File: config.mk
export PLATFORM = sky130hd
export DESIGN_NAME = imem_fetch_ctrl_flat
export DESIGN_NICKNAME = d
export VERILOG_FILES = /design/src/rtl/imem_fetch_ctrl_pkg.sv /design/src/rtl/imem_fetch_ctrl_if.sv /design/src/rtl/imem_fetch_ctrl_fifo.sv /design/src/rtl/imem_fetch_ctrl.sv /design/src/flat_wrapper.sv
export SDC_FILE = /design/constraint.sdc
export NUM_CORES = 1
export LEC_CHECK = 0
export CAP_MARGIN = 40
export CORE_MARGIN = 4
export CORE_UTILIZATION = 50
export CTS_BUF_LIST = sky130_fd_sc_hd__clkbuf_8
export DETAILED_ROUTE_END_ITERATION = 8
export GPL_TIMING_DRIVEN = 0
export PLACE_DENSITY = 0.91
export SYNTH_ARGS = -nofsm -noshare
export SYNTH_HDL_FRONTEND = slang
export SYNTH_HIERARCHICAL = 1
export SYNTH_SLANG_ARGS = --single-unit
File: constraint.sdc
create_clock -name clk -period 5.4 [get_ports clk]
set_clock_uncertainty 0.2 [all_clocks]
set_input_delay 0.81 -clock clk [delete_from_list [all_inputs] [get_ports clk]]
set_output_delay 0.81 -clock clk [all_outputs]
set_load 0.005 [all_outputs]
File: src/rtl/imem_fetch_ctrl_pkg.sv
// Shared types for the instruction-fetch sequencer: FSM encoding, the
// default-width FIFO entry layout and a state decode helper.
package imem_fetch_ctrl_pkg;

  localparam int unsigned XLEN = 32;

  typedef enum logic [1:0] {
    IDLE  = 2'd0,
    RUN   = 2'd1,
    DRAIN = 2'd2,
    DONE  = 2'd3
  } fetch_state_t;

  typedef struct packed {
    logic [XLEN-1:0] instr;
    logic [XLEN-1:0] pc;
  } fetch_entry_t;

  // Decode helper so busy has a single definition shared with any checker.
  function automatic logic state_is_busy(input fetch_state_t s);
    return (s == RUN) || (s == DRAIN);
  endfunction

endpackage

File: src/rtl/imem_fetch_ctrl_if.sv
// Bus between the fetch sequencer, the instruction ROM and the decode stage,
// including the branch redirect request coming back from decode/execute.
interface imem_fetch_ctrl_if #(
  parameter int N = 32
);
  logic [N-1:0] imem_pc;
  logic [N-1:0] imem_instr;
  logic         out_valid;
  logic         out_ready;
  logic [N-1:0] out_instr;
  logic [N-1:0] out_pc;
  logic         redirect_valid;
  logic [N-1:0] redirect_pc;

  modport master (
    output imem_pc,
    input  imem_instr,
    output out_valid,
    input  out_ready,
    output out_instr,
    output out_pc,
    input  redirect_valid,
    input  redirect_pc
  );

  modport slave (
    input  imem_pc,
    output imem_instr,
    input  out_valid,
    output out_ready,
    input  out_instr,
    input  out_pc,
    output redirect_valid,
    output redirect_pc
  );
endinterface

File: src/rtl/imem_fetch_ctrl_fifo.sv
// Small synchronous prefetch FIFO: head read straight from storage registers,
// flush wins over push/pop, push+pop allowed together while full.
module imem_fetch_ctrl_fifo #(
  parameter int W     = 64,
  parameter int DEPTH = 2
) (
  input  logic         clk,
  input  logic         rst,
  input  logic         flush,
  input  logic         push,
  input  logic         pop,
  input  logic [W-1:0] din,
  output logic [W-1:0] dout,
  output logic         full,
  output logic         empty
);

  localparam int AW = (DEPTH > 1) ? $clog2(DEPTH) : 1;
  localparam int CW = AW + 1;

  logic [W-1:0]  mem_r [DEPTH];
  logic [AW-1:0] rd_ptr_r;
  logic [AW-1:0] wr_ptr_r;
  logic [CW-1:0] count_r;
  logic          pop_s;
  logic          push_s;

  assign full  = (count_r == CW'(DEPTH));
  assign empty = (count_r == CW'(0));
  assign dout  = mem_r[rd_ptr_r];

  // A full FIFO only accepts a write when the head leaves in the same cycle.
  assign pop_s  = pop & ~empty;
  assign push_s = push & (~full | pop_s);

  // Storage, pointers and occupancy.
  always_ff @(posedge clk or posedge rst) begin
    if (rst) begin
      rd_ptr_r <= '0;
      wr_ptr_r <= '0;
      count_r  <= '0;
      for (int i = 0; i < DEPTH; i++) begin
        mem_r[i] <= '0;
      end
    end else if (flush) begin
      rd_ptr_r <= wr_ptr_r;
      count_r  <= '0;
    end else begin
      if (push_s) begin
        mem_r[wr_ptr_r] <= din;
        wr_ptr_r        <= wr_ptr_r + AW'(1'b1);
      end
      if (pop_s) begin
        rd_ptr_r <= rd_ptr_r + AW'(1'b1);
      end
      case ({push_s, pop_s})
        2'b10:   count_r <= count_r + CW'(1'b1);
        2'b01:   count_r <= count_r - CW'(1'b1);
        default: count_r <= count_r;
      endcase
    end
  end

endmodule

File: src/rtl/imem_fetch_ctrl.sv
// Instruction-fetch sequencer: owns the PC, reads the ROM, buffers words in a
// prefetch FIFO for decode, services branch redirects and stops at program end.
module imem_fetch_ctrl
  import imem_fetch_ctrl_pkg::*;
#(
  parameter int N        = 32,
  parameter int INS      = 10,
  parameter int DEPTH    = 2,
  parameter int RESET_PC = 0
) (
  input  logic                   clk,
  input  logic                   rst,
  input  logic                   start,
  imem_fetch_ctrl_if.master      bus,
  output logic                   busy,
  output logic                   done
);

  localparam logic [N-1:0] INS_W   = N'(INS);
  localparam logic [N-1:0] RESET_W = N'(RESET_PC);

  typedef struct packed {
    logic [N-1:0] instr;
    logic [N-1:0] pc;
  } entry_t;

  fetch_state_t state_r;
  fetch_state_t state_next_s;
  logic [N-1:0] pc_r;
  logic         busy_r;
  logic         done_r;
  logic         full_s;
  logic         empty_s;
  logic         pop_s;
  logic         push_s;
  logic         pc_ok_s;
  logic         target_ok_s;
  entry_t       fifo_in_s;
  entry_t       fifo_out_s;

  assign pc_ok_s     = (pc_r < INS_W);
  assign target_ok_s = (bus.redirect_pc < INS_W);
  assign pop_s       = ~empty_s & bus.out_ready;
  // ROM is only sampled for in-range PCs; a redirect suppresses the fetch.
  assign push_s      = (state_r == RUN) & pc_ok_s & (~full_s | pop_s) & ~bus.redirect_valid;
  assign fifo_in_s   = {bus.imem_instr, pc_r};

  imem_fetch_ctrl_fifo #(
    .W     (2 * N),
    .DEPTH (DEPTH)
  ) u_fifo (
    .clk   (clk),
    .rst   (rst),
    .flush (bus.redirect_valid),
    .push  (push_s),
    .pop   (pop_s),
    .din   (fifo_in_s),
    .dout  (fifo_out_s),
    .full  (full_s),
    .empty (empty_s)
  );

  assign bus.imem_pc   = pc_r;
  assign bus.out_valid = ~empty_s;
  assign bus.out_instr = fifo_out_s.instr;
  assign bus.out_pc    = fifo_out_s.pc;
  assign busy          = busy_r;
  assign done          = done_r;

  // Next-state selection; a redirect outranks every other condition.
  always_comb begin
    state_next_s = state_r;
    case (state_r)
      IDLE: begin
        if (bus.redirect_valid) begin
          state_next_s = IDLE;
        end else if (start) begin
          state_next_s = RUN;
        end else begin
          state_next_s = IDLE;
        end
      end
      RUN: begin
        if (bus.redirect_valid) begin
          state_next_s = target_ok_s ? RUN : DRAIN;
        end else if (!pc_ok_s) begin
          state_next_s = DRAIN;
        end else begin
          state_next_s = RUN;
        end
      end
      DRAIN: begin
        if (bus.redirect_valid) begin
          state_next_s = target_ok_s ? RUN : DRAIN;
        end else if (empty_s) begin
          state_next_s = DONE;
        end else begin
          state_next_s = DRAIN;
        end
      end
      DONE: begin
        if (bus.redirect_valid) begin
          state_next_s = target_ok_s ? RUN : DRAIN;
        end else begin
          state_next_s = DONE;
        end
      end
      default: state_next_s = IDLE;
    endcase
  end

  // FSM state, PC and the registered status flags.
  always_ff @(posedge clk or posedge rst) begin
    if (rst) begin
      state_r <= IDLE;
      pc_r    <= RESET_W;
      busy_r  <= 1'b0;
      done_r  <= 1'b0;
    end else begin
      state_r <= state_next_s;
      busy_r  <= state_is_busy(state_next_s);
      done_r  <= (state_next_s == DONE);
      if (bus.redirect_valid) begin
        pc_r <= bus.redirect_pc;
      end else if (push_s) begin
        pc_r <= pc_r + N'(1'b1);
      end else begin
        pc_r <= pc_r;
      end
    end
  end

endmodule

File: src/flat_wrapper.sv
// flat-port wrapper written by rule: the top's interface ports become plain ports
module imem_fetch_ctrl_flat import imem_fetch_ctrl_pkg::*;
#(
  parameter int N        = 32,
  parameter int INS      = 10,
  parameter int DEPTH    = 2,
  parameter int RESET_PC = 0
)
  (clk, rst, start, busy, done, bus_imem_pc, bus_imem_instr, bus_out_valid, bus_out_ready, bus_out_instr, bus_out_pc, bus_redirect_valid, bus_redirect_pc);
  imem_fetch_ctrl_if #(.N(N)) bus_i ();
  input  logic clk;
  input  logic rst;
  input  logic start;
  output logic busy;
  output logic done;
  output wire logic [$bits(bus_i.imem_pc)-1:0] bus_imem_pc;
  input wire logic [$bits(bus_i.imem_instr)-1:0] bus_imem_instr;
  output wire logic [$bits(bus_i.out_valid)-1:0] bus_out_valid;
  input wire logic [$bits(bus_i.out_ready)-1:0] bus_out_ready;
  output wire logic [$bits(bus_i.out_instr)-1:0] bus_out_instr;
  output wire logic [$bits(bus_i.out_pc)-1:0] bus_out_pc;
  input wire logic [$bits(bus_i.redirect_valid)-1:0] bus_redirect_valid;
  input wire logic [$bits(bus_i.redirect_pc)-1:0] bus_redirect_pc;
  assign bus_imem_pc = bus_i.imem_pc;
  assign bus_i.imem_instr = bus_imem_instr;
  assign bus_out_valid = bus_i.out_valid;
  assign bus_i.out_ready = bus_out_ready;
  assign bus_out_instr = bus_i.out_instr;
  assign bus_out_pc = bus_i.out_pc;
  assign bus_i.redirect_valid = bus_redirect_valid;
  assign bus_i.redirect_pc = bus_redirect_pc;
  imem_fetch_ctrl #(.N(N), .INS(INS), .DEPTH(DEPTH), .RESET_PC(RESET_PC)) u_core (.clk(clk), .rst(rst), .start(start), .bus(bus_i), .busy(busy), .done(done));
endmodule
[After elaboration in Yosys (flattened, before gate mapping)]
Cells that the tools add are included.
Storage, ports and cells
  flip-flop bits (word level): 168
  output and inout bits: 99
  bits of input ports: 69
  word-level logic and storage cells: 70
Operators by class
  reductions and logical operators: 8
  bitwise gates (word level): 13
  mux-type cells: 21
  magnitude comparators: 5
  equality and inequality tests: 9
  $add $sub $neg: 5
Operators by type and width (count)
  2-to-1 mux 64 bit: 4
  bitwise mux 128 bit: 1
  demux 64 bit (select 1 bit): 1
  < comparator 32 x 4 -> 1 bit, second input constant: 2
  2-to-1 mux 32 bit: 2
  adder 32 x 1 -> 32 bit, second input constant: 1
  2-to-1 mux 2 bit: 7
  == test 2 bit, second input constant: 6
  one-hot mux 2 bit (4 select lines): 1
  bitwise AND 1 bit: 6
  == test 2 x 1 -> 1 bit, second input constant: 3
  greater-or-equal comparator 2 bit, second input constant: 2
  zero test 2 bit: 2
  2-to-1 mux 1 bit: 4
  NOT 1 -> 2 bit: 2
  one-hot mux 2 bit (2 select lines): 1
  nonzero test 2 bit: 2
  NOT 1 bit: 3
  nonzero test 3 bit: 1
  adder 1 bit, second input constant: 2
  adder 2 x 1 -> 2 bit, second input constant: 1
  < comparator 2 x 1 -> 1 bit, second input constant: 1
  bitwise OR 1 bit: 2
  AND reduction 2 bit: 1
  other kinds (3): 3

[Depth between registers and ports, before layout]
  depth in word-level cells: 10
  mapped depth: 10
  mapped depth without buffers: 8

[Cells and area by module]
The synthesis kept the hierarchy.
By module, submodules not included
  imem_fetch_ctrl_fifo: area each 5923.2 sq um, times used 1, cells an instance 367, sequential area each 3303.2 sq um
  imem_fetch_ctrl: area each 1712.9 sq um, times used 1, cells an instance 132, sequential area each 900.9 sq um

[Least setup slack after synthesis]
Ideal clock, no wire load.
  path type: input to register
  from: input bus_redirect_valid
  to: register u_core/u_fifo/mem_r[100] (netlist name)
  path buffers: 4
  arrival: 2.441 ns
  setup slack: 2.633 ns
  data required time: 5.075 ns
  cell stages on the path: 8
  library setup time: 0.125 ns
  cells stage by stage: buf_2 -> clkbuf_1 -> nor2_1 -> nand2b_1 -> or3_1 -> buf_6 -> buf_6 -> mux2_4
Between the ends
  cells in the longest elaborated chain, start to end: 4
RTL lines
  start: declaration: line flat_wrapper.sv:22  | input wire logic [$bits(bus_i.redirect_valid)-1:0] bus_redirect_valid;
  NOT 1 bit (no line)
  bitwise AND 1 bit: line imem_fetch_ctrl.sv:45  | assign push_s = (state_r == RUN) & pc_ok_s & (~full_s | pop_s) & ~bus.redirect_valid;
  via u_core.push_s: line imem_fetch_ctrl.sv:35  | logic push_s;
  bitwise AND 1 bit: line imem_fetch_ctrl_fifo.sv:34  | assign push_s = push & (~full | pop_s);
  AND reduction 2 bit (no line)
  end signal: indexed assignment: line imem_fetch_ctrl_fifo.sv:50  | mem_r[wr_ptr_r] <= din;
  end: declaration: line imem_fetch_ctrl_fifo.sv:21  | logic [W-1:0] mem_r [DEPTH];
The timed path passes the listed nets, and every way through them passes these cells.
A chain may end at the register's enable or synchronous reset.

[Worst setup path after layout]
  from: register u_core.u_fifo.rd_ptr_r
  to: output bus_out_pc[15]
Between the ends
  cells in the longest elaborated chain, start to end: 4
RTL lines
  start: declaration: line imem_fetch_ctrl_fifo.sv:22  | logic [AW-1:0] rd_ptr_r;
  start signal: assignment: line imem_fetch_ctrl_fifo.sv:46  | rd_ptr_r <= wr_ptr_r;
  start signal: assignment: line imem_fetch_ctrl_fifo.sv:54  | rd_ptr_r <= rd_ptr_r + AW'(1'b1);
  NOT 1 -> 2 bit (implied by the code): line imem_fetch_ctrl_fifo.sv:30  | assign dout = mem_r[rd_ptr_r];
  2-to-1 mux 64 bit (implied by the code) (3 in series): line imem_fetch_ctrl_fifo.sv:30
  end: declaration: line flat_wrapper.sv:21  | output wire logic [$bits(bus_i.out_pc)-1:0] bus_out_pc;
No other way between the ends. The select of a mux whose other input is x is not followed.

==> summary.txt <==
slew margin rel. = 54.1%
Reg clk slew, reported paths = 0.08 ns
CP Class = flop to output pin
Fmax = 0.281 GHz
Die Wd = 132 um
Hold Fails Final Rpt = 0
via count = 4,996
number of setup buffers added after CTS = 0
Adder-Cell Fraction of Synth Area = 0.328%
VDD IR-drop max = 0.000152 V
sequential-to-total area share from yosys stat = 55.1%
Final setup viols = 0
grt ovf = 0
P per Cell Area = 239 nW/um^2
main combinational cell family by area after synthesis = multiplexers
antenna-violating nets left = 0
Critical Path Slowest Stage Cell = clkbuf_1
CTS max path bufs = 2
CP Max Fanout = 10
Final Critical Period = 3.56 ns
CP peak stage delay = 0.50 ns
WL/cell = 21.4 um
leakage = 4.74 nW
hpwl dp = 13,300 um
vias in the first global route = 5,717
max-cap violations = 0
synth top area cells = dfrtp_1 (55%), mux2_2 (25%), mux2_4 (9.6%)
Post-CTS Hold Fix Bufs = 0
reg2reg path depth = 9
R2R Setup Slk = 2.01 ns
final setup TNS = 0 ns
vias per cell = 5.65
startpoint types = flop
io pins = 168
H-tree depth = 4
ANT cells = 0
Hold EP = u_core/u_fifo/mem_r[62]
Hold Path Depth = 1
drt initial violations = 284
Post-Synthesis Cell Area = 7640 sq um
Post-Route WL = 18,900 um
Synth Area in Simple Gates = 5.24%
RR Endpoint = u_core/u_fifo/mem_r[60]
worst slew pin tran = 0.688 ns
synth cell count leaders = mux2_2 (171), dfrtp_1 (168), mux2_4 (49)
Reg-to-Reg Start = u_core/bus.imem_pc[21]
complex-gate fraction of the synthesized area = 1.80%
area leader, netlist = dfrtp_1
largest net degree at the start of global routing = 100
fraction of layout cells with a size suffix above 1 = 40.7%
mux contribution to synthesized area = 35.1%
CTS tree = built
Clock Sinks = 168
Area Growth Syn to Fin = 30.5%
Yosys Warn Count = 6
Worst Hold Class = flop to flop
status = finished clean
#FFs+latches synth = 168
core area = 14,800 sq um
library cells used by synthesis = 37
ys async rst share = 100%
All-Layer GR Usage = 22.1%
Initial Util = 51.8%
Post-synth EDFFs = 0
fin crit share = 65.9%
GPL Wtd Cong = 0.849
Mapped Nets = 570
# DRC = 0
Critical Path Start = u_core/u_fifo/rd_ptr_r
Post-Syn Instances = 499
crit end category = output pin
main flop type after synthesis = dfrtp_1
clk_lat worst skew = 0.46 ns
FILL cells = 1,012
syn_area_per_cell = 15.3 sq um
most frequent cell after synthesis = mux2_2
Die Y = 132 um
CP cell instances = clkbuf_1 -> buf_2 -> mux2_2 -> clkdlybuf4s50_1
# nets final = 758
Yosys top cell area share = 55.1%
RSZ-0062 raised after global routing = no
xor/xnor share of the synthesized area = 0.115%
first-pass GRT wire length = 30,900 um
Crit path arrival time = 2.55 ns
PortBufs = 167
# rows = 44
Num CTS Buffers = 17
antenna violations before repair = 0
Root Buffer = clkbuf_8
post_cts resized = 0
1st-pass router iterations = 4
Die Area = 17,300 sq um
WHS = 0.308 ns
min-delay src = u_core/u_fifo/mem_r[62]
CP required = 4.39 ns
Slew Viols, Final = 0
metrics by stage:
stage | std cells | power [W] | setup slack, ns | instance area [sq um] | util [%]
2_1_floorplan | 499 | 0.00140 | 0.864 | 7640 | -
3_3_place_gp | 850 | 0.00153 | -0.715 | 9540 | 64.6
3_5_place_dp | 852 | 0.00155 | 1.52 | 9600 | 65.1
4_1_cts | 884 | 0.00240 | 1.80 | 9970 | 67.6
5_1_grt | 884 | 0.00247 | 1.73 | 9970 | 67.6
6_report | 884 | 0.00238 | 1.84 | 9970 | 67.6
worst max path at each step:
stage / end / slack (ns)
2_1_floorplan: u_core/u_fifo/count_r[0] / 0.86
3_3_place_gp: u_core/u_fifo/mem_r[106] / -0.72
3_5_place_dp: u_core/u_fifo/mem_r[60] / 1.52
4_1_cts: bus_out_pc[23] / 1.80
5_1_grt: bus_out_pc[30] / 1.73
6_report: bus_out_pc[15] / 1.84
placed cells by master, fill, tap and decap left out, types with 2 or more instances in the layout:
cell type          n
inv_1              6
a211oi_1           2
buf_6              6
clkbuf_8          18
a21oi_1            6
nor4_1             6
nand2b_1           4
or4_1              2
buf_16             2
nand4_2            2
o31ai_1            3
nand4_1            2
buf_2             14
o21ai_0            7
mux2_2           171
mux2i_1            2
clkbuf_1           5
nor4_2             3
inv_6              5
mux2_4            49
nor3_1             4
nand3_1            3
a31oi_1            3
nor4_4             4
dfrtp_1          168
ha_1               2
clkinv_2           3
clkinvlp_4         4
nor2_1             8
nor2b_1            2
nand2_1            4
clkdlybuf4s50_1  167
critical path: cells and delay by family (launching register included):
kind	cells	cell delay (ns)
flops	1	0.34
buf+inv	3	1.36
mux	1	0.40
where the power goes:
group          internal, W  total, W  leakage [nW]  switching [W]
logic             0.000118  0.000194          2.30      0.0000761
clock network     0.000378  0.000853         0.183       0.000474
registers          0.00128   0.00133          2.26      0.0000500
total              0.00178   0.00238          4.74       0.000600
state kept, by name (all words and copies together), names as in the netlist:
register,count
u_core/state_r,2
u_core/u_fifo/mem_r,128
u_core/u_fifo/count_r,2
u_core/bus.imem_pc,32
u_core/busy,1
u_core/u_fifo/rd_ptr_r,1
u_core/done,1
u_core/u_fifo/wr_ptr_r,1
cells by family (layout without fill, tap and decap cells):
group,Yosys count,count (layout)
compound gates,23,23
xor+xnor,1,1
fa+ha+maj,2,2
buf+inv,31,232
flops,168,168
mux,222,222
simple gates,52,52
metal layers:
metal / vias up / track usage [%] / part of all wire (%)
li1: 2202 / - / -
met1: 2543 / 27.5 / 43
met2: 206 / 37.4 / 49
met3: 45 / 6.38 / 6.0
met4: 0 / 7.29 / 2.2
met5: - / 0 / 0
final cells by class:
cell class	instances	area, sq um	area share [%]
timing repair buffer	169	1730	17.3
tap	184	230	2.31
sequential	168	4200	42.2
multi-input combinational	300	3250	32.6
clock buffer	18	248	2.49
clock inverter	14	123	1.23
buffer	25	156	1.57
inverter	6	27.5	0.276
No activity file was read; power rests on OpenSTA's default activity.
